[src/rtl/bsg_mesh_router_wormhole_output_sched.sv]
// Per-output-port wormhole scheduler for the mesh/ruche router.
// Selects one requesting input using round-robin arbitration and holds that
// input until its whole packet has been sent. It drives the crossbar select and
// the dequeue (yumi) of the granted input FIFO.
// Optional build macro BSG_MESH_ROUTER_SCHED_STALL_CNT_EN adds two counters:
// a stall counter (output valid but downstream not ready) and a
// head-of-line bubble counter.
module bsg_mesh_router_wormhole_output_sched #(
    parameter int num_in_p        = 5,
    parameter int len_width_p     = 4,
    parameter int sel_id_width_lp = (num_in_p > 1) ? $clog2(num_in_p) : 1
) (
    input  logic                            clk_i,
    input  logic                            reset_i,
    input  logic [num_in_p-1:0]             v_i,
    input  logic [num_in_p-1:0]             req_i,
    input  logic [num_in_p*len_width_p-1:0] len_i,
    input  logic                            ready_and_i,
    output logic                            v_o,
    output logic [num_in_p-1:0]             sel_o,
    output logic [sel_id_width_lp-1:0]      sel_id_o,
    output logic [num_in_p-1:0]             yumi_o,
    output logic                            locked_o
`ifdef BSG_MESH_ROUTER_SCHED_STALL_CNT_EN
    ,
    output logic [31:0]                     stall_cnt_o,
    output logic [31:0]                     hol_cnt_o
`endif
);

    typedef enum logic {IDLE, LOCKED} state_e;

    state_e                     state, state_n;
    logic [sel_id_width_lp-1:0] rr_ptr, rr_ptr_n;
    logic [sel_id_width_lp-1:0] owner, owner_n;
    logic [len_width_p-1:0]     len_cnt, len_cnt_n;

    logic [num_in_p-1:0]        cand;
    logic                       grant_found;
    logic [sel_id_width_lp-1:0] grant_id;
    logic [len_width_p-1:0]     grant_len;
    int                         scan_idx;
    logic                       xfer;

    // The pointer wraps by an explicit compare. num_in_p need not be a power of two.
    function automatic logic [sel_id_width_lp-1:0] next_ptr(input logic [sel_id_width_lp-1:0] p);
        return (p == sel_id_width_lp'(num_in_p - 1)) ? '0 : p + 1'b1;
    endfunction

    // Round-robin scan of the candidates, starting at rr_ptr.
    always_comb begin
        cand        = v_i & req_i;
        grant_found = 1'b0;
        grant_id    = '0;
        scan_idx    = 0;
        for (int i = 0; i < num_in_p; i++) begin
            scan_idx = int'(rr_ptr) + i;
            if (scan_idx >= num_in_p) scan_idx = scan_idx - num_in_p;
            if (!grant_found && cand[scan_idx]) begin
                grant_found = 1'b1;
                grant_id    = sel_id_width_lp'(scan_idx);
            end
        end
        grant_len = len_i[int'(grant_id)*len_width_p +: len_width_p];
    end

    // Outputs. A held packet selects only its owner. All outputs are forced low during reset.
    always_comb begin
        v_o      = 1'b0;
        sel_o    = '0;
        sel_id_o = '0;
        locked_o = 1'b0;
        if (!reset_i) begin
            if (state == LOCKED) begin
                v_o      = v_i[owner];
                sel_o    = num_in_p'(1) << owner;
                sel_id_o = owner;
                locked_o = 1'b1;
            end else begin
                v_o      = grant_found;
                sel_o    = grant_found ? (num_in_p'(1) << grant_id) : '0;
                sel_id_o = grant_id;
            end
        end
        xfer   = v_o & ready_and_i;
        yumi_o = xfer ? sel_o : '0;
    end

    // Next-state logic. The pointer advances only when a packet completes.
    always_comb begin
        state_n   = state;
        rr_ptr_n  = rr_ptr;
        owner_n   = owner;
        len_cnt_n = len_cnt;
        case (state)
            IDLE: begin
                if (xfer) begin
                    if (grant_len == '0) begin
                        rr_ptr_n = next_ptr(grant_id);
                    end else begin
                        state_n   = LOCKED;
                        owner_n   = grant_id;
                        len_cnt_n = grant_len;
                    end
                end
            end
            LOCKED: begin
                if (xfer) begin
                    len_cnt_n = len_cnt - 1'b1;
                    if (len_cnt == len_width_p'(1)) begin
                        state_n  = IDLE;
                        rr_ptr_n = next_ptr(owner);
                    end
                end
            end
            default: state_n = IDLE;
        endcase
    end

    // State register. Reset drops any packet in flight immediately.
    always_ff @(posedge clk_i) begin
        if (reset_i) begin
            state   <= IDLE;
            rr_ptr  <= '0;
            owner   <= '0;
            len_cnt <= '0;
        end else begin
            state   <= state_n;
            rr_ptr  <= rr_ptr_n;
            owner   <= owner_n;
            len_cnt <= len_cnt_n;
        end
    end

`ifdef BSG_MESH_ROUTER_SCHED_STALL_CNT_EN
    function automatic logic [31:0] sat_inc(input logic [31:0] c);
        return (c == 32'hFFFF_FFFF) ? c : c + 32'd1;
    endfunction

    // Saturating counters: downstream stalls, and bubbles from the owner while locked.
    always_ff @(posedge clk_i) begin
        if (reset_i) begin
            stall_cnt_o <= '0;
            hol_cnt_o   <= '0;
        end else begin
            if (v_o && !ready_and_i)             stall_cnt_o <= sat_inc(stall_cnt_o);
            if (state == LOCKED && !v_i[owner])  hol_cnt_o   <= sat_inc(hol_cnt_o);
        end
    end
`endif

`ifndef SYNTHESIS
    // Sanity checks: at most one dequeue per cycle, and only from a valid FIFO.
    always_ff @(posedge clk_i) begin
        if (!reset_i) begin
            assert ($countones(yumi_o) <= 1);
            assert ((yumi_o & ~v_i) == '0);
        end
    end
`endif

endmodule

[config.mk]
export PLATFORM = sky130hd
export DESIGN_NAME = bsg_mesh_router_wormhole_output_sched
export DESIGN_NICKNAME = d
export VERILOG_FILES = /design/src/rtl/bsg_mesh_router_wormhole_output_sched.sv
export SDC_FILE = /design/constraint.sdc
export NUM_CORES = 1
export LEC_CHECK = 0
export CAP_MARGIN = 20
export CELL_PAD_IN_SITES_DETAIL_PLACEMENT = 1
export CELL_PAD_IN_SITES_GLOBAL_PLACEMENT = 1
export CORE_MARGIN = 2
export CORE_UTILIZATION = 35
export DETAILED_ROUTE_END_ITERATION = 12
export PLACE_DENSITY = 0.84
export SLEW_MARGIN = 20
export SYNTH_ARGS = -nofsm -noshare
export SYNTH_HDL_FRONTEND = slang
export SYNTH_SLANG_ARGS = --single-unit
[constraint.sdc]
create_clock -name clk_i -period 4.86 [get_ports clk_i]
set_input_delay 0.972 -clock clk_i [delete_from_list [all_inputs] [get_ports clk_i]]
set_output_delay 0.972 -clock clk_i [all_outputs]
set_load 0.005 [all_outputs]
==> out/results.env, run 1 <==
TIGHTEST_SLEW_NS=0.669
TRITONCTS='built'
YS_SEQ_AREA_SHARE_PCT=8.60
FLOORPLAN.INITIALDENSITY_PCT=35.7
REPORT.FINAL.HOLD_VIOL_COUNT=0
MAX_STAGE_DELAY_NS=0.54
FIRSTDRTPASSITERS=5
FINALWIRELENGTH_UM=15600
GLOBALROUTEMET3UTIL_PCT=5.08
FINAL.MIN_CLOCK_PERIOD_NS=5.31
UNREPAIRED_SETUP_ENDPOINTS_AFTER_GLOBAL_ROUTING='true'
CRIT_CHAIN='clkinvlp_4 > buf_6 > ha_4 > a211o_1 > a21oi_2 > mux4_2 > mux2_4 > buf_6 > a211oi_2 > o32a_1 > a21o_1 > buf_6 > buf_6 > buf_8 > ha_4 > nand2_2 > a21oi_2 > buf_4 > and2_1 > buf_2'
FMAX_MHz=188
YOSYS.AREA_SHARE.XOR_XNOR_PCT=1.66
SYNTH_FF_TYPE='sky130_fd_sc_hd__dfxtp_1'
YOSYS_REGISTER_BITS=11
REPORT.FINAL.SLEW_VIOL_COUNT=0
SYNTH_AREA_MM2=0.00256
FINALNETCOUNT=546
CLKSINKCOUNT=11
PORT-BUFFER-COUNT=47
USE_MET1_PCT=40.8
CLKSLEWWORSTSETUPHOLDPATHS_NS=0.05
CRIT_TYPE='reg2out'
DETAIL_ROUTE.WL_PER_CELL_UM=26.6
HTREE_LEVELS=1
POWERDENSITY_mW_PER_MM2=281
GRT_USE_TOTAL_PCT=34.5
SYNTH_TOP_FAMILY_BY_AREA='compound AO/OA/AOI/OAI gates'
YOSYS.AREA_SHARE.ADDER_PCT=12.2
FINAL.PERIOD_UTILIZATION_PCT=109
OUTCOME='complete, but fails checks'
YOSYSMOSTFREQUENTCELL='sky130_fd_sc_hd__nand2_1'
DIE-AREA_MM2=0.00801
NETLIST.TOP_CELL.BY_AREA='sky130_fd_sc_hd__ha_1'
WORST-PATH-MAX-FANOUT=4
MIN-DELAY-START='len_cnt[3]'
GLOBAL_PLACER_S_FINAL_WEIGHTED_CONGESTION=0.945
DIE_HEIGHT_UM=89.5
CP_NUM_CELLS=20
DP_HPWL_UM=9240
SYNTH_TO_FINAL_AREA_CHANGE_PCT=73.6
SYNTH_SIMPLE_GATE_AREA_SHARE_PCT=25.0
GRT_FIRST_PASS_WIRELENGTH_UM=20800
FF2FF_PATH_DEPTH=19
SYNTH_CELLS=336
P_LEAK_nW=1.86
P_TOTAL_mW=1.25
R2R-START='rr_ptr[0]'
ITER_0_DRT_VIOLATIONS=295
RELSLEWSLACK_PCT=55.0
WHS_PATH_DEPTH=1
N_ANTENNA_CELL=0
CHIPWIDTH_UM=89.5
CRIT_PATH_START_KIND='register'
STARTPOINT='rr_ptr[1]'
CTS-HOLD-FIX-BUFFERS=0
TOTAL_NUMBER_OF_VIAS=3752
TOTAL_OVERFLOW_REPORTED_BY_THE_GLOBAL_ROUTER=0
WORST_SETUP_PATH_END_KIND='primary output'
YOSYSTOPAREACELLSHARE_PCT=12.2
ROOT_BUFFER='sky130_fd_sc_hd__clkbuf_8'
DRT_DRC_VIOLATIONS_LEFT=0
IO_PINS=48
WORST-PATH-BUF-INV=8
HP-CLASS='reg2reg'
WORSTPATHREQUIRED_NS=3.89
CORE.ROWCOUNT=31
SYNTH_COMPOUND_AREA_SHARE_PCT=35.6
SYNTH.TOP_CELLS.BY_COUNT='sky130_fd_sc_hd__nand2_1, sky130_fd_sc_hd__a21oi_1, sky130_fd_sc_hd__ha_1, sky130_fd_sc_hd__inv_1, sky130_fd_sc_hd__a211oi_1'
PLACE_WS_NS=-0.912
CLOCK_BUFFER_COUNT_FROM_CTS=3
LARGEST_NET_DEGREE_AT_THE_START_OF_GLOBAL_ROUTING=33
MAXCAPVIOLATIONS=0
FINAL.SETUP.TNS_NS=-4.35
SETUP_VIOL_COUNT_FINAL=21
CPLARGESTDELAYFAMILY='compound AO/OA/AOI/OAI gates'
SYNTHESIZED_NET_COUNT=394
ANTENNA_VIOLATIONS_BEFORE_REPAIR=0
CRITICAL_PATH_ARRIVAL_NS=4.34
GLOBAL_ROUTE.PEAK_USAGE_LAYER='met2'
CLKLATENCYLATEPIN_NS=0.25
DRTANTENNAVIOLNETS=0
CRITICAL_PATH.MOST_COMMON_CELL='sky130_fd_sc_hd__buf_6'
FINAL_LAYOUT_SIZE_SUFFIX_GT1_SHARE_PCT=46.4
CORE_AREA_MM2=0.00718
SYNTH_EDF_COUNT=0
YOSYS_CELL_TYPES=78
GRT_USE_MET2_PCT=60.2
GRT_PASS1_VIAS=3776
CTSLONGESTPATHBUFFERS=2
VDD_IR_DROP_MAX_mV=0.230
FAILED_CHECKS='negative setup slack'
SYNTH-WARNING-COUNT=0
SYNTH.AREA.TOP_CELLS='sky130_fd_sc_hd__ha_1, sky130_fd_sc_hd__dfxtp_1, sky130_fd_sc_hd__a21oi_1'
SYNTHESIS.AREA_PER_INSTANCE_UM2=7.62
VIASPERCELL=6.40
ASYNC_RESET_FF_SHARE_PCT=0
MUXSHAREOFSYNTHAREA_PCT=8.90
SETUP_SLACK_NS=-0.450
WORST_CLOCK_SKEW_NS=0.00212
CRIT_SLOWEST_CELL='sky130_fd_sc_hd__mux4_2'
## metrics by stage
stage	util, %	hold slack, ns	std cells	area, um^2
after floorplan	-	0.476	336	2650
after global placement	53.0	0.499	555	3800
after global routing	61.9	0.554	586	4440
final	61.9	0.533	586	4440
after CTS	58.4	0.525	577	4190
after detailed placement	53.0	0.515	555	3800
## path summary, 6_finish.rpt
check | end | slack (ns)
max | yumi_o[2] | -0.45
min | len_cnt[3] | 0.53
max reg2reg | rr_ptr[2] | -0.22
min reg2reg | len_cnt[3] | 0.53
## kinds of logic after synthesis
logic type               Yosys count
AND/OR/NAND/NOR                  120
AO/OA/AOI/OAI                    117
buffers and inverters             41
adder cells (fa/ha/maj)           25
multiplexers                      18
flip-flops                        11
XOR/XNOR                           4
## power breakdown
group	internal (mW)	total, mW	switching, mW
Clock	0.0580	0.0976	0.0396
Sequential	0.105	0.126	0.0215
Combinational	0.480	1.03	0.546
## state kept, by name, indices dropped and copies added, names as in the netlist
name and count:
owner 3, state 1, rr_ptr 3, len_cnt 4
## cells in the final DEF, fill, tap and decap left out, types with 4 or more instances in the layout
| master | n |
|---|---|
| sky130_fd_sc_hd__nand2_1 | 27 |
| sky130_fd_sc_hd__a211o_1 | 4 |
| sky130_fd_sc_hd__dfxtp_1 | 8 |
| sky130_fd_sc_hd__o21ai_0 | 9 |
| sky130_fd_sc_hd__nor3_2 | 5 |
| sky130_fd_sc_hd__mux2i_1 | 8 |
| sky130_fd_sc_hd__a211oi_2 | 7 |
| sky130_fd_sc_hd__a21oi_1 | 23 |
| sky130_fd_sc_hd__inv_1 | 17 |
| sky130_fd_sc_hd__nand3_1 | 12 |
| sky130_fd_sc_hd__dlygate4sd2_1 | 10 |
| sky130_fd_sc_hd__ha_1 | 11 |
| sky130_fd_sc_hd__a211oi_4 | 4 |
| sky130_fd_sc_hd__a21o_1 | 8 |
| sky130_fd_sc_hd__nor2_1 | 15 |
| sky130_fd_sc_hd__a211oi_1 | 13 |
| sky130_fd_sc_hd__clkdlybuf4s50_1 | 25 |
| sky130_fd_sc_hd__nand3b_1 | 6 |
| sky130_fd_sc_hd__buf_4 | 106 |
| sky130_fd_sc_hd__buf_2 | 5 |
| sky130_fd_sc_hd__nand2_2 | 5 |
| sky130_fd_sc_hd__and2_1 | 6 |
| sky130_fd_sc_hd__buf_6 | 13 |
| sky130_fd_sc_hd__a21oi_2 | 9 |
| sky130_fd_sc_hd__nor3_1 | 7 |
| sky130_fd_sc_hd__ha_2 | 4 |
| sky130_fd_sc_hd__ha_4 | 10 |
## worst register-to-register path, delay by kind of cell (launching register included)
kind | cells | cell delay (ns)
DFF | 1 | 0.35
adders and majority gates | 1 | 0.32
xor gates and xnor gates | 1 | 0.21
and+or+nand+nor | 2 | 0.91
AOI/OAI and AO/OA | 9 | 2.24
buffers and inverters | 6 | 0.95
## repair_timing
| item | CTS | global route |
|---|---|---|
| setup buffers | 19 | 13 |
| resized for setup | 93 | 52 |
| setup endpoints to repair | 17 | 25 |
| pin swaps | 26 | 24 |
## per-layer routing
layer	wire length, um	vias to the layer above
li1	-	1575
met1	5910	1810
met2	7590	266
met3	1040	101
met4	1050	0
met5	0	-
## cell type report
class                           instances  area, um^2
Multi-Input combinational cell        284        2550
Fill cell                             850        2730
Tap cell                               99         124
Clock buffer                            4        45.0
Sequential cell                        11         229
Inverter                               22        96.3
Timing Repair Buffer                  166        1400
Power figures use the tool's default switching activity.
==> run 2, diff against run 1 <==
--- a/config.mk
+++ b/config.mk
@@ -12,6 +12,7 @@
 export CORE_UTILIZATION = 35
 export DETAILED_ROUTE_END_ITERATION = 12
 export PLACE_DENSITY = 0.84
+export RECOVER_POWER = 25
 export SLEW_MARGIN = 20
 export SYNTH_ARGS = -nofsm -noshare
 export SYNTH_HDL_FRONTEND = slang
==> results of run 2 <==
Same layout as run 1: the final DEF is identical, and so are final timing and power.
